### src/rtl/wrapper.sv
// SPI slave with an internal MEM_DEPTH x 8 single-port RAM.
// Ports: clk, rst_n (async, active-high), MOSI, SS_n (active low) in; MISO out.
module wrapper #(
    parameter int MEM_DEPTH = 256,
    parameter int ADDR_SIZE = 8
) (
    input  logic clk,
    input  logic rst_n,
    input  logic MOSI,
    input  logic SS_n,
    output logic MISO
);

    typedef enum logic [2:0] {
        IDLE      = 3'd0,
        CHK_CMD   = 3'd1,
        WRITE     = 3'd2,
        READ_ADD  = 3'd3,
        READ_DATA = 3'd4
    } state_e;

    state_e     state_q, state_d;
    logic [3:0] bit_cnt_q, bit_cnt_d;
    logic [9:0] rx_data_q, rx_data_d;
    logic       rx_valid_q, rx_valid_d;
    logic       rd_addr_done_q, rd_addr_done_d;
    logic       ss_seen_q, ss_seen_d;
    logic       miso_q, miso_d;
    logic [6:0] tx_sh_q, tx_sh_d;
    logic [3:0] tx_cnt_q, tx_cnt_d;

    logic [ADDR_SIZE-1:0] wr_addr_q, rd_addr_q, pay_addr;
    logic [7:0]           tx_data_q;
    logic                 tx_valid_q;
    logic [7:0]           mem_q [MEM_DEPTH];

    assign MISO = miso_q;

    always_ff @(posedge clk or posedge rst_n) begin
        if (rst_n) begin
            state_q        <= IDLE;
            bit_cnt_q      <= '0;
            rx_data_q      <= '0;
            rx_valid_q     <= 1'b0;
            rd_addr_done_q <= 1'b0;
            ss_seen_q      <= 1'b0;
            miso_q         <= 1'b0;
            tx_sh_q        <= '0;
            tx_cnt_q       <= '0;
        end else begin
            state_q        <= state_d;
            bit_cnt_q      <= bit_cnt_d;
            rx_data_q      <= rx_data_d;
            rx_valid_q     <= rx_valid_d;
            rd_addr_done_q <= rd_addr_done_d;
            ss_seen_q      <= ss_seen_d;
            miso_q         <= miso_d;
            tx_sh_q        <= tx_sh_d;
            tx_cnt_q       <= tx_cnt_d;
        end
    end

    always_comb begin
        state_d        = state_q;
        bit_cnt_d      = bit_cnt_q;
        rx_data_d      = rx_data_q;
        rx_valid_d     = 1'b0;
        rd_addr_done_d = rd_addr_done_q;
        // A frame may only start after SS_n has been seen high since reset.
        ss_seen_d      = ss_seen_q | SS_n;
        miso_d         = 1'b0;
        tx_sh_d        = tx_sh_q;
        tx_cnt_d       = tx_cnt_q;

        if (tx_cnt_q != 4'd0) begin
            miso_d   = tx_sh_q[6];
            tx_sh_d  = {tx_sh_q[5:0], 1'b0};
            tx_cnt_d = tx_cnt_q - 4'd1;
        end
        if (tx_valid_q && state_q == READ_DATA) begin
            miso_d   = tx_data_q[7];
            tx_sh_d  = tx_data_q[6:0];
            tx_cnt_d = 4'd7;
        end

        unique case (state_q)
            IDLE: begin
                if (!SS_n && ss_seen_q) begin
                    state_d   = CHK_CMD;
                    bit_cnt_d = '0;
                end
            end
            CHK_CMD: begin
                if (!SS_n) begin
                    rx_data_d = {9'd0, MOSI};
                    bit_cnt_d = '0;
                    if (!MOSI)
                        state_d = WRITE;
                    else if (rd_addr_done_q)
                        state_d = READ_DATA;
                    else
                        state_d = READ_ADD;
                end
            end
            WRITE, READ_ADD, READ_DATA: begin
                if (!SS_n && bit_cnt_q != 4'd9) begin
                    rx_data_d = {rx_data_q[8:0], MOSI};
                    bit_cnt_d = bit_cnt_q + 4'd1;
                    if (bit_cnt_q == 4'd8) begin
                        rx_valid_d = 1'b1;
                        // The read state, not b8, decides which read
                        // command the RAM sees.
                        if (state_q == READ_ADD) begin
                            rx_data_d[9:8] = 2'b10;
                            rd_addr_done_d = 1'b1;
                        end
                        if (state_q == READ_DATA) begin
                            rx_data_d[9:8] = 2'b11;
                            rd_addr_done_d = 1'b0;
                        end
                    end
                end
            end
            default: state_d = IDLE;
        endcase

        if (SS_n) begin
            state_d    = IDLE;
            bit_cnt_d  = '0;
            rx_valid_d = 1'b0;
            miso_d     = 1'b0;
            tx_cnt_d   = '0;
        end
    end

    assign pay_addr = ADDR_SIZE'(32'(rx_data_q[7:0]) % 32'(MEM_DEPTH));

    always_ff @(posedge clk or posedge rst_n) begin
        if (rst_n) begin
            wr_addr_q  <= '0;
            rd_addr_q  <= '0;
            tx_data_q  <= '0;
            tx_valid_q <= 1'b0;
        end else begin
            tx_valid_q <= 1'b0;
            if (rx_valid_q) begin
                unique case (rx_data_q[9:8])
                    2'b00: wr_addr_q <= pay_addr;
                    2'b01: ;
                    2'b10: rd_addr_q <= pay_addr;
                    2'b11: begin
                        tx_data_q  <= mem_q[rd_addr_q];
                        tx_valid_q <= 1'b1;
                    end
                endcase
            end
        end
    end

    // Storage is deliberately left out of reset.
    always_ff @(posedge clk) begin
        if (rx_valid_q && rx_data_q[9:8] == 2'b01)
            mem_q[wr_addr_q] <= rx_data_q[7:0];
    end

endmodule

### config.mk
export PLATFORM = sky130hd
export DESIGN_NAME = wrapper
export DESIGN_NICKNAME = d
export VERILOG_FILES = /design/src/rtl/wrapper.sv
export SDC_FILE = /design/constraint.sdc
export NUM_CORES = 2
export LEC_CHECK = 0
export ABC_AREA = 1
export BUFFER_PORTS_ARGS = -buffer_cell sky130_fd_sc_hd__buf_2
export CAP_MARGIN = 10
export CORE_ASPECT_RATIO = 0.5
export CORE_MARGIN = 2
export CORE_UTILIZATION = 61
export CTS_BUF_LIST = sky130_fd_sc_hd__clkbuf_8
export DETAILED_ROUTE_END_ITERATION = 16
export GPL_ROUTABILITY_DRIVEN = 0
export PLACE_DENSITY_LB_ADDON = 0.08
export SYNTH_ARGS = -nofsm -noshare
export SYNTH_HDL_FRONTEND = slang
export SYNTH_SLANG_ARGS = --single-unit
### constraint.sdc
create_clock -name clk -period 11.1 [get_ports clk]
set_input_delay 1.11 -clock clk [delete_from_list [all_inputs] [get_ports clk]]
set_output_delay 1.11 -clock clk [all_outputs]
set_load 0.01 [all_outputs]
==> metrics.txt <==
number of antenna violations at the first check in global routing 10; GR Layer Usage met1 0.463; Max-slew headroom 0.153; slew of the pin with the lowest slew margin 1.27 ns; unrepaired setup endpoints after global routing no; VDD IR max 0.179 mV; post-detailed-route DRC marker count 0; post-synth top area share 0.720; clock tree from TritonCTS yes; die height 269 um; distinct cell type count of the synthesized netlist 30; vias in the first global route 53340; GRT Residual Overflow 0; kind of critical path flop to flop; Worst Hold Margin 0.457 ns; area leader, netlist sky130_fd_sc_hd__edfxtp_1; clock transition at the register clock pins on the worst setup and hold paths after CTS 0.07 ns; Final Instance Area 0.0913 mm^2; routing layer with the top usage in global route met1; initial core utilization 0.612; largest net degree at the start of global routing 221; total design power 0.0149 W; CP max stage delay 0.99 ns; post-CTS setup-driven buffer insertion count 0; final setup margin 6.05 ns; Hold EP ss_seen_q$_DFF_PP0_; areal power density over the cells 163 mW/mm^2; number of buffers added by the clock tree synthesis step 296; Reg2Reg Depth 13; number of vias in the routed layout 56755; core footprint 0.140 mm^2; commonest cells after routing, fill and taps aside sky130_fd_sc_hd__nand2_1 (2125), sky130_fd_sc_hd__nand3_1 (2052), sky130_fd_sc_hd__edfxtp_1 (2048); setup total negative slack 0 ns; Worst Setup End Kind flop; count of hold buffers inserted by post-cts repair 0; commonest non-fill, non-tap cell in the layout sky130_fd_sc_hd__nand2_1; clock latency reported for the late side of the worst-skew pair 0.91 ns; Crit path top cell by count sky130_fd_sc_hd__nand3_1; Critical path buffers and inverters 3; syn nets 7236; endpoint of the worst-slack reg-to-reg timing path tx_data_q[6]$_DFFE_PP0P_; total length of routed wires 230000 um; global-route wire length before repair 339000 um; cell with the largest stage delay on the worst path sky130_fd_sc_hd__buf_4; category of cells accounting for the largest share of critical-path delay buffers and inverters; async set-or-reset flop fraction in the synthesized netlist 0.0271; final cycle utilization of the critical path 0.455; cell area after placement 0.0862 mm^2; hold path start ss_seen_q$_DFF_PP0_; mean post-synth cell area 11.8 um^2; type of element launching the critical path flop; layout cell share with drive strength beyond 1 0.0608; Worst Path Max Fanout 200; fin. max-slew vios 0; setup-violating endpoint count in the final report 0; I/O pins 5; run status completed; # clock sinks 2105; overall die width 533 um; Post-Synthesis Cell Area 0.0855 mm^2; flops & latches, synth 2105; fmax 198 MHz; leak pwr 32.0 nW; Iteration-0 DRC Markers 8216; quantity of I/O buffers inserted on ports 4; number of nets with antenna violations after routing 0; dominant cells by area after synthesis sky130_fd_sc_hd__edfxtp_1 (72%), sky130_fd_sc_hd__nand3_1 (12%), sky130_fd_sc_hd__nand2_1 (9.4%), sky130_fd_sc_hd__buf_2 (1.8%), sky130_fd_sc_hd__dfrtp_1 (1.7%); Worst R2R Start rd_addr_q[0]$_DFFE_PP0P_; pre-CTS setup slack 6.25 ns; H-tree lvl count 5; area growth from synthesis to layout 6.81%; root cell of the clock tree sky130_fd_sc_hd__clkbuf_8; minimum setup slack among reg-to-reg paths 6.05 ns; number of cells produced by synthesis 7228; net total in the final layout 7122; average wire per standard cell 25.0 um; maximum buffer depth of the clock tree 4; cell depth of the worst hold path 1; count of maximum capacitance violations 0; Final min period 5.05 ns; detailed-router iteration count before antenna repair 8; area of the die 0.143 mm^2; Critical Path RT 11.91 ns; all-layer global routing usage 0.318; number of hold violations in the final report 0; met2 usage 0.459; total number of placement rows 97; sequential element share of the synthesized area 0.736; hold crit path type flop to flop; data arrival time of the worst path 5.86 ns; placed wire-length estimate 126000 um; YS warnings 0; number of enable flip-flop cells after synthesis 2048; via density per instance 6.16; Filler cells 10486; critical path launch point rd_addr_q[0]$_DFFE_PP0P_; post-cts sizing count 0; CP Cell Sequence inv_16 -> buf_4 -> buf_4 -> nand2_1 -> nand3_1 -> nand3_1 -> nand3_1 -> nand3_1 -> nand3_1 -> nand3_1 -> nand3_1 -> nand3_1 -> nand2_1; worst clock skew on the final layout 0.0555 ns; met3 Use GR 0.103; most used flip-flop cell after synthesis sky130_fd_sc_hd__edfxtp_1
cell type report:
type | instances | area, um^2 | area share
inverter | 78 | 327 | 0.00358
antenna | 11 | 27.5 | 0.000302
clock buffer | 306 | 4210 | 0.0461
tap | 1881 | 2350 | 0.0258
timing repair buffer | 75 | 691 | 0.00757
multi-input combinational | 4558 | 19900 | 0.218
clock inverter | 194 | 820 | 0.00898
sequential | 2105 | 63000 | 0.690
report_power, final:
| group | total (W) | internal (W) | leakage (nW) | switching, W |
|---|---|---|---|---|
| Sequential | 0.00903 | 0.00892 | 19.6 | 0.000111 |
| Clock | 0.00545 | 0.00255 | 2.96 | 0.00290 |
| Combinational | 0.000391 | 0.0000510 | 9.41 | 0.000340 |
synth_stat cells, drive strengths merged, types with 2 or more instances:
library cell and n:
edfxtp 2048, or2 3, a21oi 5, clkbuf 102
dfrtp 57, o22ai 12, a211oi 3, nor3 9
nand2 2130, inv 77, ha 4, xor2 2
o21ai 34, nor2 297, buf 385, nand3 2052
registers in the layout (all words and copies together), names as in the netlist:
name	count
bit_cnt_q	4
tx_data_q	8
MISO	1
tx_sh_q	7
tx_cnt_q	4
ss_seen_q	1
mem_q	2048
rd_addr_q	8
tx_valid_q	1
rx_data_q	10
rd_addr_done_q	1
wr_addr_q	8
state_q	3
rx_valid_q	1
per-layer routing:
metal  up-vias  part of all wire
li1      25379                 -
met1     27565              0.40
met2      3345              0.43
met3       460              0.13
met4         6             0.030
met5         -           0.00018
metrics by stage:
| step | cells | util |
|---|---|---|
| floorplan | 7228 | - |
| global placement | 8697 | 0.618 |
| detailed placement | 8697 | 0.618 |
| CTS | 9197 | 0.654 |
| global route | 9204 | 0.654 |
| finish | 9208 | 0.654 |
worst max-delay path by stage:
stage / depth (start not counted) / endpoint
after floorplan: 4 / rx_data_q[8]$_DFFE_PP0P_
after global placement: 13 / tx_data_q[6]$_DFFE_PP0P_
after detailed placement: 13 / tx_data_q[6]$_DFFE_PP0P_
after CTS: 13 / tx_data_q[6]$_DFFE_PP0P_
after global routing: 13 / tx_data_q[6]$_DFFE_PP0P_
final: 13 / tx_data_q[6]$_DFFE_PP0P_
cells by family after synthesis:
family | share of synthesized area
multiplexers | 0.000117
adder cells (fa/ha/maj) | 0.000586
AND/OR/NAND/NOR | 0.228
flip-flops | 0.736
AO/OA/AOI/OAI | 0.00381
XOR/XNOR | 0.000307
buffers and inverters | 0.0312
(Power assumes the default switching activity.)
